==> src/rtl/sys_bus_ctrl.sv <==
// Single-master bus controller: decodes the region index from the address,
// selects one slave, waits for its ready or a timeout, and returns a one-cycle response.
module sys_bus_ctrl #(
  parameter int NSLV         = 4,
  parameter int REGION_SHIFT = 12,
  parameter int TIMEOUT      = 16
) (
  input  logic                 clk,
  input  logic                 reset,
  input  logic                 m_req,
  input  logic                 m_we,
  input  logic [31:0]          m_addr,
  input  logic [31:0]          m_wdata,
  output logic [31:0]          m_rdata,
  output logic                 m_ready,
  output logic                 m_err,
  output logic [NSLV-1:0]      s_sel,
  output logic                 s_we,
  output logic [31:0]          s_addr,
  output logic [31:0]          s_wdata,
  input  logic [NSLV*32-1:0]   s_rdata,
  input  logic [NSLV-1:0]      s_ready,
  output logic [15:0]          err_count,
  output logic [1:0]           dbg_state
);

  localparam int              SELW      = (NSLV > 1) ? $clog2(NSLV) : 1;
  localparam int              TOPBIT    = REGION_SHIFT + SELW;
  localparam logic [63:0]     HI_MASK64 = ~((64'd1 << TOPBIT) - 64'd1);
  localparam logic [31:0]     HI_MASK   = HI_MASK64[31:0];
  localparam logic [SELW:0]   NSLV_EXT  = (SELW+1)'(NSLV);
  localparam logic [7:0]      TO_LAST   = 8'(TIMEOUT - 1);

  // Master handshake: m_req is held until the m_ready pulse; m_rdata/m_err are
  // valid while m_ready=1 and hold until the next response.
  typedef enum logic [1:0] {
    IDLE   = 2'd0,
    ACCESS = 2'd1,
    RESP   = 2'd2
  } state_t;

  state_t             state_q, state_d;
  logic [31:0]        addr_q, wdata_q;
  logic               we_q;
  logic [7:0]         wait_q;
  logic [SELW-1:0]    idx_in, idx_q;
  logic               dec_err_in;
  logic               accept, done_ok, done_to;
  logic [31:0]        sel_rdata;
  logic               sel_ready;

  assign idx_in     = m_addr[REGION_SHIFT +: SELW];
  assign idx_q      = addr_q[REGION_SHIFT +: SELW];
  // Decode is evaluated on the live address because it is the value latched on this edge.
  assign dec_err_in = ({1'b0, idx_in} >= NSLV_EXT) | (|(m_addr & HI_MASK));

  assign s_addr    = addr_q;
  assign s_wdata   = wdata_q;
  assign s_we      = (state_q == ACCESS) & we_q;
  assign m_ready   = (state_q == RESP);
  assign dbg_state = state_q;

  always_comb begin
    s_sel     = '0;
    sel_rdata = '0;
    sel_ready = 1'b0;
    for (int k = 0; k < NSLV; k++) begin
      if (idx_q == SELW'(k)) begin
        s_sel[k]  = (state_q == ACCESS);
        sel_rdata = s_rdata[32*k +: 32];
        sel_ready = s_ready[k];
      end
    end
  end

  always_ff @(posedge clk or posedge reset) begin
    if (reset) state_q <= IDLE;
    else       state_q <= state_d;
  end

  always_comb begin
    state_d = state_q;
    accept  = 1'b0;
    done_ok = 1'b0;
    done_to = 1'b0;
    case (state_q)
      IDLE: begin
        if (m_req) begin
          accept  = 1'b1;
          state_d = dec_err_in ? RESP : ACCESS;
        end
      end
      ACCESS: begin
        // Ready wins over a timeout landing on the same cycle.
        if (sel_ready) begin
          done_ok = 1'b1;
          state_d = RESP;
        end else if (wait_q == TO_LAST) begin
          done_to = 1'b1;
          state_d = RESP;
        end
      end
      RESP:    state_d = IDLE;
      default: state_d = IDLE;
    endcase
  end

  always_ff @(posedge clk or posedge reset) begin
    if (reset) begin
      addr_q    <= '0;
      wdata_q   <= '0;
      we_q      <= 1'b0;
      wait_q    <= '0;
      m_rdata   <= '0;
      m_err     <= 1'b0;
      err_count <= '0;
    end else begin
      if (accept) begin
        addr_q  <= m_addr;
        wdata_q <= m_wdata;
        we_q    <= m_we;
        wait_q  <= '0;
        if (dec_err_in) begin
          m_rdata <= '0;
          m_err   <= 1'b1;
          if (err_count != 16'hFFFF) err_count <= err_count + 16'd1;
        end
      end else if (done_ok) begin
        m_rdata <= we_q ? 32'd0 : sel_rdata;
        m_err   <= 1'b0;
      end else if (done_to) begin
        m_rdata <= '0;
        m_err   <= 1'b1;
        if (err_count != 16'hFFFF) err_count <= err_count + 16'd1;
      end else if (state_q == ACCESS) begin
        wait_q <= wait_q + 8'd1;
      end
    end
  end

endmodule
==> config.mk <==
export PLATFORM = sky130hd
export DESIGN_NAME = sys_bus_ctrl
export DESIGN_NICKNAME = d
export VERILOG_FILES = /design/src/rtl/sys_bus_ctrl.sv
export SDC_FILE = /design/constraint.sdc
export NUM_CORES = 1
export LEC_CHECK = 0
export CORE_ASPECT_RATIO = 1.25
export CORE_MARGIN = 3
export CORE_UTILIZATION = 40
export DETAILED_ROUTE_END_ITERATION = 16
export GPL_TIMING_DRIVEN = 0
export PLACE_DENSITY = 0.87
export SLEW_MARGIN = 25
export SYNTH_ARGS = -nofsm -noshare
export SYNTH_HDL_FRONTEND = slang
export SYNTH_SLANG_ARGS = --single-unit
==> constraint.sdc <==
create_clock -name clk -period 6 [get_ports clk]
set_input_delay 0.6 -clock clk [delete_from_list [all_inputs] [get_ports clk]]
set_output_delay 0.6 -clock clk [all_outputs]
set_load 0.005 [all_outputs]
After elaboration in Yosys (flattened, before gate mapping):

Cells that the tools add are included.

* mux-type cells: 42
* equality and inequality tests: 12
* bitwise logic cells: 1
* add/subtract/negate cells: 2
* reductions and logical operators: 10

Operator list (number)
* 2-to-1 mux 32 bit: 9
* 2-to-1 mux 16 bit: 5
* 2-to-1 mux 8 bit: 4
* 2-to-1 mux 1 bit: 19
* OR reduction 18 bit: 1
* adder 16 x 1 -> 16 bit, second input constant: 1
* != test 16 bit, second input constant: 1
* adder 8 x 1 -> 8 bit, second input constant: 1
* equality test 8 x 4 -> 1 bit, second input constant: 1
* 2-to-1 mux 2 bit: 4
* != test 2 bit, second input constant: 4
* equality test 2 bit, second input constant: 3
* AND reduction 3 bit: 2
* equality test 2 x 1 -> 1 bit, second input constant: 2
* zero test 2 bit: 2
* case mux 2 bit (2 select lines): 1
* AND reduction 2 bit: 2
* nonzero test 2 bit: 2
* != test 3 x 2 -> 1 bit, second input constant: 1
* nonzero test 3 bit: 1
* AND 1 bit: 1

* input port bits: 200
* logic and storage cells: 75
* register bits: 124

Depth between registers and ports, before layout:

* word-level depth: 10
* gate-level depth with buffers: 7

Worst setup path after synthesis:

Ideal clock, no wire load.

* path type: input port to flip-flop
* from: input m_addr[18]
* to: register err_count[1]
* data required time: 5.873 ns
* arrival time: 1.777 ns
* cell stages on the path: 5
* library setup time: 0.127 ns
* slack: 4.096 ns
* cells stage by stage: nor4_1 -> nand3_1 -> a221o_2 -> nand2_2 -> mux2_1

* word-level cells in the longest chain between the ends: 3

RTL lines
* start: declaration: RTL line 12 `input logic [31:0] m_addr,`
* OR reduction 18 bit: RTL line 55 `assign dec_err_in = ({1'b0, idx_in} >= NSLV_EXT) | (|(m_addr & HI_MASK));`
* != test 2 bit (no line)
* AND reduction 3 bit (no line)
* end signal: assignment: RTL line 126 `if (err_count != 16'hFFFF) err_count <= err_count + 16'd1;`
* end signal: assignment: RTL line 134 `if (err_count != 16'hFFFF) err_count <= err_count + 16'd1;`
* end: declaration: RTL line 23 `output logic [15:0] err_count,`

No other way between the ends.
A chain may end at the register's enable or synchronous reset.

Worst setup path in the final report:

* from: register addr_q[13], in the netlist s_addr[13]
* to: output s_sel[0]

* word-level cells in the longest chain between the ends: 2

RTL lines
* start: declaration: RTL line 43 `logic [31:0] addr_q, wdata_q;`
* start signal: assignment: RTL line 119 `addr_q <= m_addr;`
* zero test 2 bit: RTL line 68 `if (idx_q == SELW'(k)) begin`
* 2-to-1 mux 1 bit: RTL line 68
* end: declaration: RTL line 17 `output logic [NSLV-1:0] s_sel,`

No other way between the ends.

==> flow_summary.yaml <==
timing:
  setup_viol: 0
  drv_slew: 0
  fmax_mhz: 359.4
  period_minus_slack_ns: 2.782
  fin_skew_ns: 0.007718
  fin_tns_setup_ns: 0
  hold_viol: 0
  worst_pin_slew_ns: 0.6387
  finalCritPeriodShare_pct: 46.37
  slew_headroom_pct: 57.42
  rsz0062_at_grt: "false"
global_route:
  grt_pass1_wl_mm: 31.61
  gr-usage-met1_pct: 27.62
  grt_use_met2_pct: 44.56
  grt_pass1_vias: 5996
  gr-usage-met3_pct: 7.161
  grt_overflow_total: 0
  grt_max_degree: 74
  antenna_found_initial: 1
  busiest_layer: "met2"
  grtUsageTotal_pct: 24.67
floorplanning:
  initial_core_util_pct: 41.43
  rows: 49
  die_area_mm2: 0.01663
  ios: 321
  die_y_um: 143.5
  die_x_um: 116.0
  core_area_mm2: 0.01459
power:
  vdd_drop_max_v: 0.0001953
  power_density_mw_per_mm2: 269.1
  finalPower_mw: 2.735
  leakagePower_nw: 4.313
setup_path:
  crit_fanout: 9
  cp_top_family: "buffers and inverters"
  cp.required_ns: 5.40
  worstPathCellList: "buf_2, or3b_1, nor2_1, clkdlybuf4s50_1"
  critical-path-slowest-cell: "clkdlybuf4s50_1"
  crit_arrival_ns: 2.18
  max_stage_delay_ns: 0.55
  r2r-start: "dbg_state[1]"
  path_class: "reg2out"
  cp-end-kind: "primary output"
  crit_buf_inv: 2
  crit_path_start_kind: "flip-flop"
  crit_start: "s_addr[13]"
clock_tree:
  postCtsResizedCells: 0
  numCtsBuffers: 17
  post-cts-setup-buffer-count: 0
  cts-htree-levels: 4
  cts_buffer_depth: 2
  clkTransAtPathRegs_ns: 0.06
  cts_tree: "built"
  cts_num_sinks: 124
  cts_root_buf: "clkbuf_16"
  holdBufCountCts: 0
  clock_latency_ns: 0.41
logic_synthesis:
  yosys.cell_count.top_type: "nand2_1"
  synth_area_mm2: 0.006046
  seq_area_frac_synth_pct: 51.32
  synthTopCellsByArea: "dfrtp_1 51%, nand2_1 15%, mux4_2 12%, nand3_1 3.6%, o21ai_0 3.1%"
  synth.distinct_cells: 47
  syn_area_per_cell_um2: 9.847
  yosys_warnings: 0
  synth_top_cell_by_area: "dfrtp_1"
  postSynthCellCount: 614
  ys_async_sr_fraction_pct: 100.0
  syn_nets: 816
  ys_seq_elements: 124
  synthTopCellsByCount: "239 x nand2_1, 124 x dfrtp_1, 43 x nand3_1"
  synth_top_area_share_pct: 51.32
  synth_edf_count: 0
  ys.flop_type: "dfrtp_1"
placement:
  place_congestion: 0.8635
  place_inst: 1113
  io_buffers: 320
  dp_hpwl_mm: 16.49
finish:
  synthToLayoutAreaGrowth_pct: 68.11
  layout.cells.non_filler: 1145
  drive_above_1_share_pct: 9.834
  regArea_mm2: 0.003103
  final_util_pct: 69.65
  fin_nets: 1156
  multi_input_area_mm2: 0.002749
  fill_cells: 1091
routing:
  drc: 0
  drtPass1Iterations: 5
  wl_per_cell_um: 18.53
  wl_mm: 21.22
  via_per_inst: 5.190
  drt_iter0_drc: 302
  num_vias: 5942
  ant_nets: 0
status:
  outcome: "finished clean"
min_path:
  hold_class: "reg2reg"
  hp-start: "s_addr[24]"
run:
  cap_violations: 0
## worst reg2reg max path: cells and delay by family, from the launching register on
kind	cells	cell delay (ns)
buffers and inverters	2	0.88
DFF	1	0.47
and+or+nand+nor	1	0.52
AOI/OAI and AO/OA	1	0.24
## power breakdown
part	switching, mW	total [mW]	internal (mW)
logic	0.241	0.618	0.377
clock network	0.384	1.13	0.750
registers	0.0651	0.983	0.918
total	0.690	2.73	2.05
## path summary, 6_finish.rpt
| path | depth (start not counted) | to | slack [ns] |
|---|---|---|---|
| min | 2 | s_addr[24] | 0.47 |
| min reg2reg | 2 | s_addr[24] | 0.47 |
| max reg2reg | 4 | s_addr[12] | 3.72 |
| max | 4 | s_sel[0] | 3.22 |
| max in group asynchronous | 3 | wait_q[3] | 4.69 |
| min in group asynchronous | 2 | s_wdata[1] | 0.63 |
## state kept, by name, indices dropped and copies added, names as in the netlist
register	count
dbg_state	2
err_count	16
m_err	1
m_rdata	32
s_addr	32
s_wdata	32
wait_q	8
we_q	1
## placed cells by master, fill, tap and decap left out, types with 2 or more instances in the layout
| cell type | n |
|---|---|
| inv_6 | 2 |
| mux2i_2 | 2 |
| nor2_1 | 13 |
| buf_2 | 12 |
| nand3b_1 | 3 |
| and2_1 | 2 |
| nor2_2 | 2 |
| buf_6 | 2 |
| clkdlybuf4s50_1 | 320 |
| xnor2_1 | 17 |
| nor3_1 | 2 |
| or3_1 | 2 |
| o21ai_0 | 38 |
| nand3_1 | 43 |
| ha_1 | 2 |
| nand4_1 | 11 |
| dfrtp_1 | 124 |
| inv_1 | 2 |
| nand2_1 | 239 |
| clkbuf_2 | 2 |
| or3b_1 | 2 |
| o21a_1 | 2 |
| nor4_1 | 6 |
| and3_1 | 4 |
| clkbuf_1 | 21 |
| o22ai_4 | 2 |
| a21oi_1 | 4 |
| o211ai_1 | 2 |
| clkinv_4 | 4 |
| clkbuf_16 | 17 |
| bufinv_16 | 5 |
| mux4_2 | 32 |
## metal layers
layer / up-vias / wire (um)
met5: - / 0
met2: 263 / 11260
met3: 32 / 1621
li1: 2791 / -
met1: 2856 / 7857
met4: 0 / 485
## cells by family (layout without fill, tap and decap cells)
kind of cell / count (synthesis) / count (layout) / synth area share, %
AND/OR/NAND/NOR: 339 / 339 / 24.23
multiplexers: 36 / 36 / 12.73
adder cells (fa/ha/maj): 2 / 2 / 0.4138
buffers and inverters: 42 / 394 / 3.208
AO/OA/AOI/OAI: 53 / 53 / 5.484
XOR/XNOR: 18 / 18 / 2.608
other: 0 / 1 / 0
flip-flops: 124 / 124 / 51.32
## per-stage QoR
| step | worst slack [ns] | hold slack (ns) | cell area (um^2) |
|---|---|---|---|
| floorplan | 2.101 | 0.4601 | 6046 |
| global placement | 0.2352 | 0.4566 | 9472 |
| detailed placement | 3.094 | 0.4619 | 9507 |
| CTS | 3.220 | 0.4758 | 10160 |
| global route | 3.180 | 0.4989 | 10160 |
| finish | 3.218 | 0.4720 | 10160 |
## layout make-up
| type | instances | share of cell area, % |
|---|---|---|
| sequential | 124 | 30.53 |
| timing repair buffer | 321 | 31.79 |
| inverter | 3 | 0.1847 |
| antenna | 1 | 0.02462 |
| clock buffer | 18 | 4.321 |
| buffer | 39 | 1.797 |
| clock inverter | 13 | 2.117 |
| multi-input combinational | 448 | 27.05 |
| tap | 178 | 2.191 |
(Power assumes the default switching activity.)
